**src/rtl/ball_motion_if.sv**
```systemverilog
// ball_motion_if: paddle/brick inputs and ball state outputs of the ball engine
interface ball_motion_if;
  logic       frame_tick;
  logic       serve;
  logic [9:0] paddle_x;
  logic       brick_hit_v;
  logic       brick_hit_h;
  logic [9:0] ball_x;
  logic [9:0] ball_y;
  logic       in_play;
  logic       miss;
  logic [3:0] lives;
  logic       game_over;
  modport master (
    output frame_tick, serve, paddle_x, brick_hit_v, brick_hit_h,
    input  ball_x, ball_y, in_play, miss, lives, game_over
  );
  modport slave (
    input  frame_tick, serve, paddle_x, brick_hit_v, brick_hit_h,
    output ball_x, ball_y, in_play, miss, lives, game_over
  );
endinterface

```
**src/rtl/ball_motion.sv**
```systemverilog
// ball_motion: per-frame ball motion, bounces, misses and lives; define BALL_ANGLE_EN for zone-based paddle angles
module ball_motion #(
  parameter int SCREEN_W  = 640,
  parameter int SCREEN_H  = 480,
  parameter int BALL_SIZE = 7,
  parameter int PADDLE_W  = 100,
  parameter int PADDLE_Y  = 440,
  parameter int SPEED     = 4,
  parameter int LIVES     = 3,
  parameter int START_X   = 270
) (
  input logic clk,
  input logic reset,
  ball_motion_if.slave bus
);
  typedef enum logic [1:0] {IDLE, PLAY, OVER} state_t;
  localparam logic signed [11:0] XMAX  = 12'(SCREEN_W - BALL_SIZE);
  localparam logic signed [11:0] YMISS = 12'(SCREEN_H - BALL_SIZE);
  localparam logic signed [11:0] PTOP  = 12'(PADDLE_Y - BALL_SIZE);
  localparam logic signed [11:0] PY    = 12'(PADDLE_Y);
  localparam logic signed [11:0] PW    = 12'(PADDLE_W);
  localparam logic signed [11:0] BS    = 12'(BALL_SIZE);
  localparam logic signed [11:0] RIDE  = 12'((PADDLE_W - BALL_SIZE) / 2);
  localparam logic signed [4:0]  SPD   = 5'(SPEED);
  state_t state, state_n;
  logic [9:0] x, y, x_n, y_n;
  logic signed [4:0] dx, dy, dx_n, dy_n, dxf, dyf;
  logic [3:0] lives, lives_n;
  logic miss, miss_n, lat_v, lat_h, lat_v_n, lat_h_n, hit_v, hit_h, hit;
  logic signed [11:0] sx, sy, px, nx, ny, ride;
`ifdef BALL_ANGLE_EN
  localparam logic signed [11:0] T1   = 12'(PADDLE_W / 3);
  localparam logic signed [11:0] T2   = 12'(2 * PADDLE_W / 3);
  localparam logic signed [4:0]  HSPD = 5'(SPEED / 2 == 0 ? 1 : SPEED / 2);
  logic signed [11:0] o;
  assign o = nx + 12'(BALL_SIZE / 2) - px;
`endif
  always_ff @(posedge clk) begin
    if (reset) begin
      state <= IDLE;
      x     <= 10'(START_X);
      y     <= PTOP[9:0];
      dx    <= SPD;
      dy    <= -SPD;
      lives <= 4'(LIVES);
      miss  <= 1'b0;
      lat_v <= 1'b0;
      lat_h <= 1'b0;
    end else begin
      state <= state_n;
      x     <= x_n;
      y     <= y_n;
      dx    <= dx_n;
      dy    <= dy_n;
      lives <= lives_n;
      miss  <= miss_n;
      lat_v <= lat_v_n;
      lat_h <= lat_h_n;
    end
  end
  // Signed 12-bit math so positions past either edge compare correctly instead of wrapping
  always_comb begin
    sx      = $signed({2'b00, x});
    sy      = $signed({2'b00, y});
    px      = $signed({2'b00, bus.paddle_x});
    nx      = sx + 12'(dx);
    ny      = sy + 12'(dy);
    ride    = px + RIDE;
    hit_v   = lat_v | bus.brick_hit_v;
    hit_h   = lat_h | bus.brick_hit_h;
    dxf     = hit_h ? -dx : dx;
    dyf     = hit_v ? -dy : dy;
    hit     = dy > 5'sd0 && sy + BS <= PY && ny + BS >= PY && nx + BS > px && nx < px + PW;
    state_n = state;
    x_n     = x;
    y_n     = y;
    dx_n    = dx;
    dy_n    = dy;
    lives_n = lives;
    miss_n  = 1'b0;
    lat_v_n = 1'b0;
    lat_h_n = 1'b0;
    if (state == IDLE) begin
      if (bus.frame_tick) begin
        x_n = ride < 12'sd0 ? 10'd0 : ride > XMAX ? XMAX[9:0] : ride[9:0];
        y_n = PTOP[9:0];
      end
      if (bus.serve) begin
        state_n = PLAY;
        dx_n    = SPD;
        dy_n    = -SPD;
      end
    end else if (state == PLAY) begin
      lat_v_n = bus.frame_tick ? 1'b0 : hit_v;
      lat_h_n = bus.frame_tick ? 1'b0 : hit_h;
      if (bus.frame_tick) begin
        dx_n = dxf;
        dy_n = dyf;
        x_n  = nx[9:0];
        y_n  = ny[9:0];
        // Walls and paddle force the sign, overriding any brick flip on this tick
        if (nx <= 12'sd0) begin
          x_n  = 10'd0;
          dx_n = dxf[4] ? -dxf : dxf;
        end else if (nx >= XMAX) begin
          x_n  = XMAX[9:0];
          dx_n = dxf[4] ? dxf : -dxf;
        end
        if (ny <= 12'sd0) begin
          y_n  = 10'd0;
          dy_n = dyf[4] ? -dyf : dyf;
        end else if (hit) begin
          y_n  = PTOP[9:0];
          dy_n = dyf[4] ? dyf : -dyf;
`ifdef BALL_ANGLE_EN
          dx_n = o < T1 ? -SPD : o >= T2 ? SPD : dx_n[4] ? -HSPD : HSPD;
`endif
        end else if (ny >= YMISS) begin
          y_n     = y;
          miss_n  = 1'b1;
          lives_n = lives == 4'd0 ? 4'd0 : lives - 4'd1;
          state_n = lives <= 4'd1 ? OVER : IDLE;
        end
      end
    end
  end
  assign bus.ball_x    = x;
  assign bus.ball_y    = y;
  assign bus.in_play   = state == PLAY;
  assign bus.game_over = state == OVER;
  assign bus.miss      = miss;
  assign bus.lives     = lives;
endmodule

```
**src/flat_wrapper.sv**
```systemverilog
// flat-port wrapper written by rule: the top's interface ports become plain ports
module ball_motion_flat 
#(
  parameter int SCREEN_W  = 640,
  parameter int SCREEN_H  = 480,
  parameter int BALL_SIZE = 7,
  parameter int PADDLE_W  = 100,
  parameter int PADDLE_Y  = 440,
  parameter int SPEED     = 4,
  parameter int LIVES     = 3,
  parameter int START_X   = 270
)
  (clk, reset, bus_frame_tick, bus_serve, bus_paddle_x, bus_brick_hit_v, bus_brick_hit_h, bus_ball_x, bus_ball_y, bus_in_play, bus_miss, bus_lives, bus_game_over);
  ball_motion_if bus_i ();
  input logic clk;
  input logic reset;
  input wire logic [$bits(bus_i.frame_tick)-1:0] bus_frame_tick;
  input wire logic [$bits(bus_i.serve)-1:0] bus_serve;
  input wire logic [$bits(bus_i.paddle_x)-1:0] bus_paddle_x;
  input wire logic [$bits(bus_i.brick_hit_v)-1:0] bus_brick_hit_v;
  input wire logic [$bits(bus_i.brick_hit_h)-1:0] bus_brick_hit_h;
  output wire logic [$bits(bus_i.ball_x)-1:0] bus_ball_x;
  output wire logic [$bits(bus_i.ball_y)-1:0] bus_ball_y;
  output wire logic [$bits(bus_i.in_play)-1:0] bus_in_play;
  output wire logic [$bits(bus_i.miss)-1:0] bus_miss;
  output wire logic [$bits(bus_i.lives)-1:0] bus_lives;
  output wire logic [$bits(bus_i.game_over)-1:0] bus_game_over;
  assign bus_i.frame_tick = bus_frame_tick;
  assign bus_i.serve = bus_serve;
  assign bus_i.paddle_x = bus_paddle_x;
  assign bus_i.brick_hit_v = bus_brick_hit_v;
  assign bus_i.brick_hit_h = bus_brick_hit_h;
  assign bus_ball_x = bus_i.ball_x;
  assign bus_ball_y = bus_i.ball_y;
  assign bus_in_play = bus_i.in_play;
  assign bus_miss = bus_i.miss;
  assign bus_lives = bus_i.lives;
  assign bus_game_over = bus_i.game_over;
  ball_motion #(.SCREEN_W(SCREEN_W), .SCREEN_H(SCREEN_H), .BALL_SIZE(BALL_SIZE), .PADDLE_W(PADDLE_W), .PADDLE_Y(PADDLE_Y), .SPEED(SPEED), .LIVES(LIVES), .START_X(START_X)) u_core (.clk(clk), .reset(reset), .bus(bus_i));
endmodule
```
**config.mk**
```make
export PLATFORM = sky130hd
export DESIGN_NAME = ball_motion_flat
export DESIGN_NICKNAME = d
export VERILOG_FILES = /design/src/rtl/ball_motion_if.sv /design/src/rtl/ball_motion.sv /design/src/flat_wrapper.sv
export SDC_FILE = /design/constraint.sdc
export NUM_CORES = 1
export LEC_CHECK = 0
export ABC_AREA = 1
export CELL_PAD_IN_SITES_DETAIL_PLACEMENT = 0
export CELL_PAD_IN_SITES_GLOBAL_PLACEMENT = 1
export CORE_AREA = 4 4 112 114
export CTS_CLUSTER_DIAMETER = 50
export DETAILED_ROUTE_END_ITERATION = 10
export DIE_AREA = 0 0 116 118
export GPL_ROUTABILITY_DRIVEN = 0
export PLACE_DENSITY = 0.76
export SYNTH_ARGS = -nofsm -noshare
export SYNTH_HDL_FRONTEND = slang
export SYNTH_SLANG_ARGS = --single-unit
```
**constraint.sdc**
```tcl
create_clock -name clk -period 3.8 [get_ports clk]
set_clock_uncertainty 0.2 [all_clocks]
set_input_delay 1.14 -clock clk [delete_from_list [all_inputs] [get_ports clk]]
set_output_delay 1.14 -clock clk [all_outputs]
set_load 0.01 [all_outputs]
```
==> Yosys cells after proc, flatten, opt, wreduce, memory -nomap -nowiden <==
Index checks and enable logic that the tools add are counted.
Widths: inputs -> output; s select.
{ "classes": {"add_sub_neg": 12, "order_cmp": 12, "n_eq_ne": 8, "n_mux": 43, "bitwise_logic": 7, "n_reduce_logical": 16} }
{ "ops": {"columns": ["cell", "n"], "rows": [
  ["$mux 10", 15],
  ["$mux 5", 18],
  ["$add 11x5->12", 2],
  ["$add 12x4->12 const B", 2],
  ["$ge 12x10->1 const B", 2],
  ["$le 12x1->1 const B", 2],
  ["$neg 5->5", 4],
  ["$mux 2", 8],
  ["$ge 12x11->1 const B", 1],
  ["$gt 12x11->1", 1],
  ["$gt 12x11->1 const B", 1],
  ["$le 12x10->1 const B", 1],
  ["$lt 12x1->1 const B", 1],
  ["$lt 12x12->1", 1],
  ["$reduce_and 6->1", 2],
  ["$add 10x3->11 const B", 1],
  ["$add 10x6->11 const B", 1],
  ["$add 10x7->11 const B", 1],
  ["$ne 2x2->1 const B", 4],
  ["$reduce_and 3->1", 2],
  ["$reduce_bool 2->1", 3],
  ["$reduce_or 6->1", 1],
  ["$gt 5x1->1 const B", 1],
  ["$not 1->1", 5],
  ["14 further kinds", 18]
]} }
{ "word_totals": {"register_bits": 39, "input_bits": 16, "out_inout_bits": 27, "elab_cells": 107} }

==> Logic depth before layout (Yosys ltp) <==
{ "depth": {"word_depth": 11, "mapped_depth": 27, "depth_no_buf": 26} }

==> Worst setup path after synthesis <==
No wires, ideal clock.
{ "synth_timing": {"kind": "in2reg", "from": "in bus_paddle_x[4]", "to": "reg u_core.dy[2]", "setup_ns": 0.112, "arrival_time_ns": 3.178, "required_ns": 3.488, "path_slack_ns": 0.310, "path_stages": 22, "path_buffers": 2, "path_cell_list": "clkbuf_1 -> nand3_1 -> nand3_1 -> xor2_1 -> ha_1 -> nand2_1 -> inv_1 -> nor3_1 -> nand2_1 -> nand3_1 -> nand2_1 -> nand2_1 -> nand3b_1 -> nand2_1 -> nand2_1 -> inv_2 -> nand2_4 -> buf_6 -> o21ai_1 -> nand3_1 -> nand2_1 -> nand2_1"} }
{ "synth_between": {"elab_chain_cells": 8, "elab_cells_between_ends": 10, "classes_between": "add/sub: 1; order compare: 2; mux: 5; reduce/logical: 2"} }
{ "synth_lines": {"columns": ["element", "line", "rtl"], "rows": [
  ["start, declared", "flat_wrapper.sv:19", "input wire logic [$bits(bus_i.paddle_x)-1:0] bus_paddle_x;"],
  ["$add 10x7->11 or $gt 12x11->1 (tied branches)", "ball_motion.sv:73", "hit = dy > 5'sd0 && sy + BS <= PY && ny + BS >= PY && nx + BS > px && nx < px + PW;"],
  ["$lt 12x12->1 or $logic_and 1x1->1 (tied branches)", "ball_motion.sv:73", null],
  ["$logic_and 1x1->1 *", "ball_motion.sv:73", null],
  ["$mux 5 *", "ball_motion.sv:112", "end else if (hit) begin"],
  ["$mux 5 *", "ball_motion.sv:109", "if (ny <= 12'sd0) begin"],
  ["$mux 5 *", "ball_motion.sv:96", "if (bus.frame_tick) begin"],
  ["$mux 5 *", "ball_motion.sv:93", "end else if (state == PLAY) begin"],
  ["$mux 5 *", "ball_motion.sv:83", "if (state == IDLE) begin"],
  ["end signal, assigned", "ball_motion.sv:44", "dy <= -SPD;"],
  ["end signal, assigned", "ball_motion.sv:54", "dy <= dy_n;"],
  ["end, declared", "ball_motion.sv:27", "logic signed [4:0] dx, dy, dx_n, dy_n, dxf, dyf;"]
]} }
Mark *: on every way between the ends. The rest lies on a longest branch, timed or not. The select of a mux whose other input is x is not followed.
A chain may end at the register's enable or synchronous reset.

==> Worst setup path after layout <==
{ "layout_timing": {"from": "reg u_core.x[3] (netlist: u_core.bus.ball_x[3])", "to": "reg u_core.lives[0] (netlist: u_core.bus.lives[0])"} }
{ "layout_between": {"elab_chain_cells": 7, "elab_cells_between_ends": 8, "classes_between": "add/sub: 2; order compare: 2; bitwise: 1; reduce/logical: 3"} }
{ "layout_lines": {"columns": ["element", "line", "rtl"], "rows": [
  ["start, declared", "ball_motion.sv:26", "logic [9:0] x, y, x_n, y_n;"],
  ["start signal, assigned", "ball_motion.sv:41", "x <= 10'(START_X);"],
  ["start signal, assigned", "ball_motion.sv:51", "x <= x_n;"],
  ["$add 11x5->12 *", "ball_motion.sv:66", "nx = sx + 12'(dx);"],
  ["$add 12x4->12", "ball_motion.sv:73", null],
  ["$gt 12x11->1", "ball_motion.sv:73", null],
  ["$logic_and 1x1->1", "ball_motion.sv:73", null],
  ["$logic_and 1x1->1 *", "ball_motion.sv:73", null],
  ["$not 1->1 (no line) *", null, null],
  ["$reduce_and 6->1 (no line) *", null, null],
  ["end signal, assigned", "ball_motion.sv:45", "lives <= 4'(LIVES);"],
  ["end signal, assigned", "ball_motion.sv:55", "lives <= lives_n;"],
  ["end, declared", "ball_motion.sv:28", "logic [3:0] lives, lives_n;"]
]} }
Mark *: on every way between the ends. The rest lies on a longest branch, timed or not.

==> results.sh <==
export IMPL_status="finished, final reports clean"
export IMPL_clk_latency_ps=280
export IMPL_remaining_drc_errors=0
export IMPL_layout_drive_gt1_share_pct=19.6
export IMPL_finalPower_uw=2330
export IMPL_dieHeight_um=118
export IMPL_critPathSlowestCell="dfxtp_2"
export IMPL_synth_area_leader_cell="nand2_1"
export IMPL_syn2layout_area_growth_pct=34.5
export IMPL_path_cells="ha_4, nand3b_1, nand2_4, nor2_4, nand2_2, nor2_4, nand3_4, nor2_4, xor2_2, ha_4, buf_6, a211oi_2, o21ai_1, o31ai_2, nand3_1, nand2_2, inv_4, nand2_8, nand4_1, nand2_1, nand3_1"
export IMPL_grt_pass1_vias=5004
export IMPL_crit_start="u_core.bus.ball_x[3]"
export IMPL_place_ws_ps=-366
export IMPL_grt_max_degree=23
export IMPL_synth_top_area_share_pct=18.8
export IMPL_r2r_start="u_core.bus.ball_x[3]"
export IMPL_cp_max_fo=6
export IMPL_hold_path_class="reg2reg"
export IMPL_cp_start_kind="register"
export IMPL_worst_pin_slew_ps=701
export IMPL_setup_worst_path_end_class="register"
export IMPL_drt_wirelength_per_cell_um=14.1
export IMPL_slowest_delay_ps=350
export IMPL_clk_pin_slew_ps=60
export IMPL_routed_wl_um=14600
export IMPL_fin_util_pct=54.7
export IMPL_timing_rr_end="u_core.bus.lives[0]"
export IMPL_grt_total_usage_pct=20.7
export IMPL_dp_hpwl_um=11900
export IMPL_antenna_found_initial=0
export IMPL_globalRouteOverflowTotal=0
export IMPL_synth_edf_count=0
export IMPL_stdcell_count=1034
export IMPL_portBuffers=42
export IMPL_numCtsBuffers=5
export IMPL_grt_pass1_wl_um=23400
export IMPL_clock_sinks=37
export IMPL_syn_inst=778
export IMPL_core_area_um2=11400
export IMPL_worst_slack_ps=183
export IMPL_netlist_area_um2=4640
export IMPL_setup_viol=0
export IMPL_nFillCells=1168
export IMPL_clockBufferDepth=2
export IMPL_arrival_ps=3560
export IMPL_syn_mean_instance_area_um2=5.97
export IMPL_worstRegToRegCells=21
export IMPL_max_slew_margin_pct=53.0
export IMPL_final_max_slew_viol_count=0
export IMPL_ys_seq_elements=37
export IMPL_initial_utilization_pct=40.7
export IMPL_synth_cell_types=40
export IMPL_synth_nets=850
export IMPL_drt_pass1_iterations=4
export IMPL_critPathKind="reg2reg"
export IMPL_cts_root_buf="clkbuf_16"
export IMPL_post_route_period_util_pct=95.2
export IMPL_die_w_um=116
export IMPL_async_flop_share_pct=0
export IMPL_synth_ff_type="dfxtp_1"
export IMPL_rsz0062_at_grt="yes"
export IMPL_ys_seq_area_share_pct=16.0
export IMPL_finalCriticalPeriod_ps=3620
export IMPL_path_common_cell="nor2_4"
export IMPL_p_per_area_nw_per_um2=373
export IMPL_ir_drop_uv=204
export IMPL_num_rows=39
export IMPL_antenna_cells=0
export IMPL_ant_nets=0
export IMPL_io_pins=43
export IMPL_final_nets=962
export IMPL_drt_iter0_markers=277
export IMPL_die_area_um2=13700
export IMPL_cp_required_ps=3740
export IMPL_ff2ff_setup_slack_ps=180
export IMPL_yosysWarnings=0
export IMPL_p_leak_uw=0.00325
export IMPL_max_freq_mhz=276
export IMPL_synthTopCellsByArea="nand2_1 19%, dfxtp_1 16%, ha_1 15%"
export IMPL_hold_viol_final=0
export IMPL_endpoint="u_core.bus.lives[0]"
export IMPL_htreeDepth=2
export IMPL_num_vias=5278
export IMPL_cts_tree="done"
export IMPL_dp_cells=1018
export IMPL_routed_via_density=5.10
export IMPL_drv_cap=0
[where the power goes]
part	internal, uW	switching (uW)
sequential	422	49.2
clock	311	174
combinational	557	816
[cell usage in the layout, fill, tap and decap left out, types with 4 or more instances in the layout]
master           Yosys  layout
a21oi_1             31      27
a21oi_2              2       4
a31oi_1              8       8
buf_4                0      68
clkbuf_16            0       5
clkdlybuf4s50_1      0      36
dfxtp_1             37      27
dfxtp_2              0       8
dlymetal6s2s_1       0       6
ha_1                55      45
ha_4                 0       8
inv_1              114     110
inv_2                5       8
nand2_1            233     222
nand2_2             14      20
nand2_4              5      10
nand3_1             70      64
nand3_2              4       8
nand3_4              2       4
nand3b_1             6       6
nand4_1             20      20
nor2_1              61      58
nor2_4               3       8
nor3_1               7       7
o21ai_0             44      43
o21bai_1             4       4
xor2_1              16      15
[layout make-up]
type                            instances  area [um^2]  area share, %
Inverter                              122          463           7.41
Multi-Input combinational cell        612         3710           59.4
Sequential cell                        37          758           12.1
Clock inverter                          2         38.8          0.621
Tap cell                              143          179           2.87
Clock buffer                            6          129           2.06
Timing Repair Buffer                  112          968           15.5
[what timing repair did]
action	4_1_cts	5_1_grt
endpoints found under the setup margin	16	20
cloned	0	1
resized for setup	6	74
hold buffers	0	0
buffers inserted	0	7
pin swaps	4	36
[metal layers]
metal | wire length (um) | global-route usage, % | vias up
met1 | 6960 | 27.9 | 2420
met4 | 297 | 5.51 | 0
li1 | - | - | 2742
met2 | 6850 | 34.6 | 94
met5 | 0 | 0 | -
met3 | 488 | 2.67 | 22
[worst min path at each step]
stage,cells after the start,endpoint,from
after detailed placement,2,u_core.state[0],u_core.state[0]
after global routing,2,u_core.state[0],u_core.state[0]
final,2,u_core.state[1],u_core.state[1]
after global placement,2,u_core.state[0],u_core.state[0]
after CTS,2,u_core.state[0],u_core.state[0]
after floorplan,2,u_core.lat_h,u_core.lat_h
[sequential cells by signal (all words and copies together) (netlist names)]
signal             cells
u_core.bus.ball_x     10
u_core.bus.miss        1
u_core.state           2
u_core.dy              4
u_core.lat_h           1
u_core.dx              4
u_core.lat_v           1
u_core.bus.ball_y     10
u_core.bus.lives       4
[cells by family (layout without fill, tap and decap cells)]
| family | after synthesis | after routing | share of synthesized area (%) |
|---|---|---|---|
| and+or+nand+nor | 437 | 438 | 42.9 |
| buffers and inverters | 130 | 242 | 10.7 |
| AOI/OAI and AO/OA | 98 | 98 | 11.5 |
| adders and majority gates | 56 | 56 | 15.3 |
| DFF | 37 | 37 | 16.0 |
| xor gates and xnor gates | 19 | 19 | 3.58 |
| other | 1 | 1 | 0.0808 |
[Yosys cell counts, types with 8 or more instances]
cell type / number
nand2_1: 233
inv_1: 114
nand3_1: 70
nor2_1: 61
ha_1: 55
o21ai_0: 44
dfxtp_1: 37
a21oi_1: 31
nand4_1: 20
xor2_1: 16
nand2_2: 14
a31oi_1: 8
[worst max-delay path, delay by kind of cell, from the launching register on]
family,cells,cell delay [ps]
AO/OA/AOI/OAI,3,410
XOR/XNOR,1,210
adder cells (fa/ha/maj),2,570
buffers and inverters,2,170
flip-flops,1,350
AND/OR/NAND/NOR,13,1540
[metrics by stage]
step           setup TNS [ps]  hold WS [ps]  cell area [um^2]
3_3_place_gp            -5020           291              5680
6_report                    0           307              6240
5_1_grt                  -392           336              6240
2_1_floorplan               0           262              4640
4_1_cts                     0           304              5880
3_5_place_dp            -5910           294              5680
(Power assumes the default switching activity.)
